File: src/rtl/password_entry.sv
// Keypad digit-entry buffer: collects up to four decimal digits with backspace/clear/enter,
// then freezes the submitted code for a hold window while the comparator samples it.
module password_entry #(
  parameter int unsigned TIMEOUT_CYCLES = 1000,
  parameter int unsigned HOLD_CYCLES    = 16,
  parameter logic [3:0]  EMPTY_DIGIT    = 4'hF
) (
  input  logic       clk,
  input  logic       rst,
  input  logic       key_valid,
  input  logic [3:0] key_code,
  output logic [3:0] pass_buf0,
  output logic [3:0] pass_buf1,
  output logic [3:0] pass_buf2,
  output logic [3:0] pass_buf3,
  output logic [2:0] digit_count,
  output logic       entry_done,
  output logic       entry_err,
  output logic       timeout,
  output logic       busy
);

  localparam int TMR_W  = (TIMEOUT_CYCLES > 1) ? $clog2(TIMEOUT_CYCLES) : 1;
  localparam int HOLD_W = (HOLD_CYCLES > 1) ? $clog2(HOLD_CYCLES) : 1;
  // Timers count down to zero; loading N-1 gives exactly N cycles until expiry.
  localparam logic [TMR_W-1:0]  TMR_LOAD  = TMR_W'(TIMEOUT_CYCLES - 1);
  localparam logic [HOLD_W-1:0] HOLD_LOAD = HOLD_W'(HOLD_CYCLES - 1);

  typedef enum logic [1:0] {S_IDLE, S_ENTRY, S_HOLD} state_t;

  state_t            state_q, state_d;
  logic [3:0]        buf_q [4];
  logic [3:0]        buf_d [4];
  logic [2:0]        cnt_q, cnt_d;
  logic [2:0]        cnt_m1;
  logic              done_q, done_d;
  logic              err_q, err_d;
  logic              tout_q, tout_d;
  logic              busy_q, busy_d;
  logic [TMR_W-1:0]  tmr_q, tmr_d;
  logic [HOLD_W-1:0] hold_q, hold_d;

  logic key_digit, key_bksp, key_enter, key_clear;

  assign key_digit = key_valid && (key_code <= 4'h9);
  assign key_bksp  = key_valid && (key_code == 4'hA);
  assign key_enter = key_valid && (key_code == 4'hB);
  assign key_clear = key_valid && (key_code == 4'hC);
  assign cnt_m1    = cnt_q - 3'd1;

  always_comb begin
    state_d = state_q;
    buf_d   = buf_q;
    cnt_d   = cnt_q;
    done_d  = 1'b0;
    err_d   = 1'b0;
    tout_d  = 1'b0;
    busy_d  = busy_q;
    tmr_d   = tmr_q;
    hold_d  = hold_q;

    case (state_q)
      S_IDLE, S_ENTRY: begin
        if (key_digit) begin
          if (cnt_q < 3'd4) begin
            buf_d[cnt_q[1:0]] = key_code;
            cnt_d             = cnt_q + 3'd1;
          end
          state_d = S_ENTRY;
          tmr_d   = TMR_LOAD;
        end else if (key_bksp) begin
          if (cnt_q != 3'd0) begin
            buf_d[cnt_m1[1:0]] = EMPTY_DIGIT;
            cnt_d              = cnt_m1;
            tmr_d              = TMR_LOAD;
            if (cnt_m1 == 3'd0) begin
              state_d = S_IDLE;
              tmr_d   = '0;
            end
          end
        end else if (key_enter) begin
          if (cnt_q == 3'd4) begin
            done_d  = 1'b1;
            busy_d  = 1'b1;
            hold_d  = HOLD_LOAD;
            tmr_d   = '0;
            state_d = S_HOLD;
          end else begin
            err_d = 1'b1;
            // A short enter counts as activity only once a partial code exists.
            if (state_q == S_ENTRY) tmr_d = TMR_LOAD;
          end
        end else if (key_clear) begin
          for (int i = 0; i < 4; i++) buf_d[i] = EMPTY_DIGIT;
          cnt_d   = 3'd0;
          tmr_d   = '0;
          state_d = S_IDLE;
        end else if (state_q == S_ENTRY) begin
          if (tmr_q == '0) begin
            for (int i = 0; i < 4; i++) buf_d[i] = EMPTY_DIGIT;
            cnt_d   = 3'd0;
            tout_d  = 1'b1;
            state_d = S_IDLE;
          end else begin
            tmr_d = tmr_q - TMR_W'(1);
          end
        end
      end
      S_HOLD: begin
        if (hold_q == '0) begin
          for (int i = 0; i < 4; i++) buf_d[i] = EMPTY_DIGIT;
          cnt_d   = 3'd0;
          busy_d  = 1'b0;
          state_d = S_IDLE;
        end else begin
          hold_d = hold_q - HOLD_W'(1);
        end
      end
      default: state_d = S_IDLE;
    endcase
  end

  always_ff @(posedge clk or posedge rst) begin
    if (rst) begin
      state_q <= S_IDLE;
      for (int i = 0; i < 4; i++) buf_q[i] <= EMPTY_DIGIT;
      cnt_q   <= 3'd0;
      done_q  <= 1'b0;
      err_q   <= 1'b0;
      tout_q  <= 1'b0;
      busy_q  <= 1'b0;
      tmr_q   <= '0;
      hold_q  <= '0;
    end else begin
      state_q <= state_d;
      for (int i = 0; i < 4; i++) buf_q[i] <= buf_d[i];
      cnt_q   <= cnt_d;
      done_q  <= done_d;
      err_q   <= err_d;
      tout_q  <= tout_d;
      busy_q  <= busy_d;
      tmr_q   <= tmr_d;
      hold_q  <= hold_d;
    end
  end

  assign pass_buf0   = buf_q[0];
  assign pass_buf1   = buf_q[1];
  assign pass_buf2   = buf_q[2];
  assign pass_buf3   = buf_q[3];
  assign digit_count = cnt_q;
  assign entry_done  = done_q;
  assign entry_err   = err_q;
  assign timeout     = tout_q;
  assign busy        = busy_q;

endmodule

File: config.mk
export PLATFORM = sky130hd
export DESIGN_NAME = password_entry
export DESIGN_NICKNAME = d
export VERILOG_FILES = /design/src/rtl/password_entry.sv
export SDC_FILE = /design/constraint.sdc
export NUM_CORES = 1
export LEC_CHECK = 0
export ABC_CLOCK_PERIOD_IN_PS = 7500
export CAP_MARGIN = 40
export CORE_MARGIN = 3
export CORE_UTILIZATION = 59
export CTS_CLUSTER_SIZE = 20
export DETAILED_ROUTE_END_ITERATION = 12
export GPL_TIMING_DRIVEN = 1
export PLACE_DENSITY = 0.85
export SLEW_MARGIN = 20
export SYNTH_ARGS = -nofsm -noshare
export SYNTH_HDL_FRONTEND = slang
export SYNTH_SLANG_ARGS = --single-unit
File: constraint.sdc
create_clock -name clk -period 7.5 [get_ports clk]
set_input_delay 2.25 -clock clk [delete_from_list [all_inputs] [get_ports clk]]
set_output_delay 2.25 -clock clk [all_outputs]
set_load 0.01 [all_outputs]
==> metrics.yaml, run 1 <==
status: "finished clean"
vias: 1967
synth_fa_ha_area_share_pct: 4.838
yosys.cell_types.count: 52
drive_gt1_share_pct: 11.03
numCtsBuffers: 5
yosys.area_share.xor_xnor_pct: 1.924
final_common_cell: "clkdlybuf4s50_1"
finalCritPeriodShare_pct: 63.79
period_needed_ns: 4.784
drt_wl_total_um: 5116
ir_drop_v: 0.0002297
finalSetupTns_ns: 0
grt.busiest_layer: "met2"
clockRootBuffer: "clkbuf_8"
grt_use_total_pct: 24.57
yosys_warnings: 0
drtIter0Drc: 152
die_area_um2: 4639
synth_area_um2: 2276
holdCritStartpoint: "busy$_DFFE_PP0P_"
leakagePower_nw: 1.061
worstPathArrival_ns: 5.00
grt_pass1_wl_um: 8666
wl_per_cell_um: 16.09
synth_simple_gate_area_share_pct: 21.00
setup_viol: 0
synth_top_family_by_area: "compound AO/OA/AOI/OAI gates"
crit_fanout: 20
syn-instance-count: 245
clkSlewWorstSetupHoldPaths_ns: 0.07
finClkSkew_ns: 0.007106
synth_compound_area_share_pct: 23.14
ys_ff_latch: 39
cp-start-kind: "primary input"
synth_edf_count: 0
h-tree-depth: 2
grtUsageMet2_pct: 37.30
worstPathRequired_ns: 7.71
finalHoldViolations: 0
cts_buffer_depth: 2
cts_hold_buf: 0
core-area_um2: 3521
critPathCaptureType: "register"
worstMarginPinSlew_ns: 0.8559
dpl.hpwl_um: 3746
max_freq_mhz: 209.0
critical_path_class: "primary input to register"
min_path_cells: 1
powerDensity_nw_per_um2: 249.1
rrSetupSlack_ns: 4.63
dr.pass1.iters: 5
postCtsSetupRepairBufs: 0
rsz0062_at_grt: "no"
hold_path.class: "register to register"
ant_nets: 0
diodes: 0
reg2reg_to: "pass_buf2[2]$_DFFE_PP1P_"
grt_max_degree: 40
synthToLayoutAreaGrowth_pct: 19.41
gr-total-overflow: 0
die_y_um: 68.11
cts_sinks: 39
antenna_found_initial: 0
slew_headroom_pct: 41.47
nNetsFinal: 286
place_congestion: 0.9635
ys.flop_type: "dfrtp_1"
cts.repair.resized: 0
die_x_um: 68.11
synthMuxAreaShare_pct: 0.4948
yosysSeqAreaShare_pct: 43.76
syn_avg_cell_area_um2: 9.290
grt_pass1_vias: 1848
cts_tree: "yes"
avgViaCountPerCell: 6.186
rows: 21
syn-num-nets: 260
initial_core_util_pct: 64.64
use_met1_pct: 35.02
numPortBuffers: 29
route.detailed.drc: 0
cap_violations: 0
reg2reg_depth: 6
most-common-layout-cells: "clkdlybuf4s50_1, dfrtp_1, nand2_1"
final_core_utilization_pct: 77.19
met3_usage_pct: 5.255
synthArstFlopShare_pct: 100.0
ios: 30
r2r_start: "tmr_q[5]$_DFFE_PP0P_"
holdPathEnd: "busy$_DFFE_PP0P_"
slew_viol_final: 0
clk_latency_ns: 0.28
-- stage by stage --
| stage | hold WS [ns] | worst slack [ns] | cell area, µm² | cells | power [mW] |
|---|---|---|---|---|---|
| after floorplan | 0.4740 | 3.363 | 2276 | 245 | 0.4156 |
| after global placement | 0.4914 | 2.527 | 2585 | 310 | 0.4701 |
| after detailed placement | 0.4958 | 2.475 | 2585 | 310 | 0.4763 |
| after CTS | 0.5128 | 2.777 | 2718 | 318 | 0.6780 |
| after global routing | 0.5234 | 2.591 | 2718 | 318 | 0.7141 |
| final | 0.5080 | 2.716 | 2718 | 318 | 0.6769 |
-- how the worst max path moves through the flow --
stage | cells past startpoint | startpoint | slack, ns | to
floorplan | 8 | key_code[2] | 3.36 | pass_buf0[2]$_DFFE_PP1P_
global placement | 7 | key_code[1] | 2.53 | pass_buf2[3]$_DFFE_PP1P_
detailed placement | 7 | key_code[1] | 2.47 | pass_buf2[2]$_DFFE_PP1P_
CTS | 7 | key_code[1] | 2.78 | pass_buf2[2]$_DFFE_PP1P_
global route | 7 | key_code[1] | 2.59 | pass_buf2[1]$_DFFE_PP1P_
finish | 7 | key_code[0] | 2.72 | pass_buf2[2]$_DFFE_PP1P_
-- critical path, cell delays in order --
cell	delay [ns]
clkdlybuf4s50_1	0.63
maj3_1	0.44
a21boi_0	0.20
a211o_1	0.14
or3b_1	0.63
or3_1	0.48
o22a_1	0.22
-- report_power, final --
group          total, mW  internal, mW  leakage [nW]  switching [mW]
Sequential         0.288         0.252         0.437          0.0360
Clock              0.200         0.133        0.0654          0.0675
Combinational      0.189        0.0870         0.558           0.102
-- registers in the layout, indices dropped and copies added, names as in the netlist --
name and flops:
entry_err 1, pass_buf1 4, hold_q 4, state_q 2, tmr_q 10, pass_buf2 4, timeout 1, digit_count 3
pass_buf3 4, pass_buf0 4, entry_done 1, busy 1
-- per-layer routing --
layer | routed length, µm | share of wire (%)
met1 | 2464 | 48
met2 | 2314 | 45
met3 | 287 | 5.6
met4 | 49 | 0.96
met5 | 0 | 0
-- synth_stat cells (all sizes together) (8+ instances only) --
library cell / number / area share [%]
dfrtp: 23 / 25
nand2: 22 / 3.6
nor2: 18 / 3.0
dfstp: 16 / 18
inv: 15 / 2.5
a21oi: 12 / 2.6
o21ai: 11 / 2.4
o22a: 11 / 4.2
nand3: 9 / 2.0
clkbuf: 8 / 1.3
ha: 8 / 4.4
nor3: 8 / 2.5
-- cell type report --
type,instances,area [µm²]
clock buffers,6,72.57
clock inverters,2,60.06
fillers,259,803.3
inverters,15,56.30
multi-input cells,179,1170
flip-flops and latches,39,996.0
well taps,46,57.56
repair buffers,31,305.3
-- kinds of logic (layout without fill, tap and decap cells) --
kind of cell / after synthesis / in the layout
simple gates: 90 / 90
compound gates: 74 / 74
flops: 39 / 39
buf+inv: 27 / 54
fa+ha+maj: 9 / 9
xor+xnor: 5 / 5
mux: 1 / 1
Power figures use the tool's default switching activity.
==> run 2: changes to the inputs <==
ABC_CLOCK_PERIOD_IN_PS = 4390   (was 7500)
CORE_UTILIZATION = 50   (was 59)
PLACE_DENSITY = 0.76   (was 0.85)
clock period = 4.39 ns   (was 7.5 ns; I/O delays follow)
==> metrics.yaml, run 2 (synthesis results as in run 1) <==
cap_violations: 0  # unchanged
regMostFlops: "tmr_q"
cp-start-kind: "primary input"
setup_viol: 0  # unchanged
grt_use_total_pct: 21.27  # -3.3 points
numPortBuffers: 29  # unchanged
cts_tree: "yes"
path_buf_inv: 2  # +1
drive_gt1_share_pct: 12.90  # +1.9 points
ant_nets: 0  # unchanged
nFillCells: 355  # +37%
critPathCaptureType: "register"
status: "finished clean"
path_cells: "clkdlybuf4s50_1, and3b_1, a21oi_1, a21oi_1, or3b_1, buf_4, nor3_4, o32a_1"
place_congestion: 0.9071  # -5.9%
ios: 30  # unchanged
die_x_um: 73.47  # +7.9%
largest_register_ffs: 10  # unchanged
dpl.hpwl_um: 3776  # +0.80%
slew_viol_final: 0  # unchanged
most-common-layout-cells: "clkdlybuf4s50_1, dfrtp_1, nand2_1"
die_area_um2: 5397  # +16%
final_common_cell: "clkdlybuf4s50_1"
final_core_utilization_pct: 64.83  # -12 points
rsz0062_at_grt: "no"
postCtsSetupRepairBufs: 0  # unchanged
ir_drop_v: 0.0001869  # -19%
rows: 23  # +9.5%
cpPeakStageDelay_ns: 0.59  # -0.04 ns
grt_pass1_vias: 1919  # +3.8%
crit_fanout: 14  # -30%
antenna_found_initial: 0  # unchanged
die_y_um: 73.47  # +7.9%
clk_latency_ns: 0.29  # about the same
gr-total-overflow: 0  # unchanged
crit_top_cell: "a21oi_1"
max_freq_mhz: 285.1
finalSetupTns_ns: 0  # unchanged
clkSlewWorstSetupHoldPaths_ns: 0.07  # about the same
cts.repair.resized: 0  # unchanged
finalCritPeriodShare_pct: 79.90
grt_pass1_wl_um: 9004  # +3.9%
wl_per_cell_um: 15.54  # -3.4%
finalHoldViolations: 0  # unchanged
cts_hold_buf: 0  # unchanged
finClkSkew_ns: 0.003779  # -0.003327 ns
drtIter0Drc: 172  # +13%
path_delay_family: "simple AND/OR/NAND/NOR gates"
cp_slowest_cell: "or3b_1"
hold_path.class: "register to register"
route.detailed.drc: 0  # unchanged
numCtsBuffers: 5  # unchanged
final_area_um2: 2724  # +0.23%
worstPathArrival_ns: 3.75  # -1.25 ns
vias: 1992  # +1.3%
critical_path_class: "primary input to register"
h-tree-depth: 2  # unchanged
dr.pass1.iters: 4  # -1
powerDensity_nw_per_um2: 383.0  # +54%
slew_headroom_pct: 59.52  # +18 points
diodes: 0  # unchanged
avgViaCountPerCell: 6.055  # -2.1%
nNetsFinal: 293  # +2.4%
placed_area_um2: 2643  # +2.2%
cts_sinks: 39  # unchanged
initial_core_util_pct: 54.17  # -10 points
worstPathRequired_ns: 4.63  # -3.08 ns
grt_max_degree: 40  # unchanged
drt_wl_total_um: 5114  # about the same
cts_buffer_depth: 2  # unchanged
core-area_um2: 4202  # +19%
clockRootBuffer: "clkbuf_8"
worstMarginPinSlew_ns: 0.6009  # -0.2550 ns
leakagePower_nw: 1.072  # +1.1%
period_needed_ns: 3.508
synthToLayoutAreaGrowth_pct: 19.68
[run 2: cell count changes in the layout (fill, tap and decap cells not counted), sizes merged]
cell / before / now
buf: 2 / 9
clkbuf: 6 / 7
clkinv: 0 / 1
bufinv: 2 / 0
[run 2: area by class of cell]
cell class | count | area (µm²) | area share (%)
flip-flops and latches | 39 | 996.0 | 36.56
repair buffers | 38 | 357.8 | 13.14
clock inverters | 1 | 5.005 | 0.1837
clock buffers | 7 | 76.32 | 2.802
multi-input cells | 179 | 1170 | 42.95
well taps | 50 | 62.56 | 2.297
inverters | 15 | 56.30 | 2.067
[run 2: metal layers]
metal	up-vias	track usage, %	share of wire [%]
li1	967	-	-
met1	937	30.66	45
met2	79	32.09	46
met3	9	4.925	7.4
met4	0	5.835	1.3
met5	-	0	0
[run 2: final timing paths]
path | slack [ns] | to | cells past startpoint | from
setup / recovery | 0.88 | pass_buf3[2]$_DFFE_PP1P_ | 8 | key_code[3]
hold / removal | 0.50 | busy$_DFFE_PP0P_ | 1 | busy$_DFFE_PP0P_
setup reg to reg | 1.62 | pass_buf3[2]$_DFFE_PP1P_ | 7 | tmr_q[5]$_DFFE_PP0P_
hold reg to reg | 0.50 | busy$_DFFE_PP0P_ | 1 | busy$_DFFE_PP0P_
max in group asynchronous | 2.60 | pass_buf2[0]$_DFFE_PP1P_ | 3 | rst
min in group asynchronous | 1.44 | digit_count[2]$_DFFE_PP0P_ | 3 | rst
[run 2: where the power goes]
part	internal, mW	leakage (nW)	switching, mW
clock network	0.111	0.0422	0.121
registers	0.430	0.437	0.0608
logic	0.153	0.592	0.167
total	0.694	1.07	0.349
[run 2: stage by stage]
step,hold slack (ns),total power [mW],instances,setup slack [ns]
6_report,0.4972,1.043,329,0.8822
5_1_grt,0.5322,1.120,329,0.7343
4_1_cts,0.5032,1.051,329,0.9254
3_5_place_dp,0.4864,0.8170,321,0.6151
3_3_place_gp,0.4899,0.8099,321,0.6680
2_1_floorplan,0.4740,0.7101,245,1.186
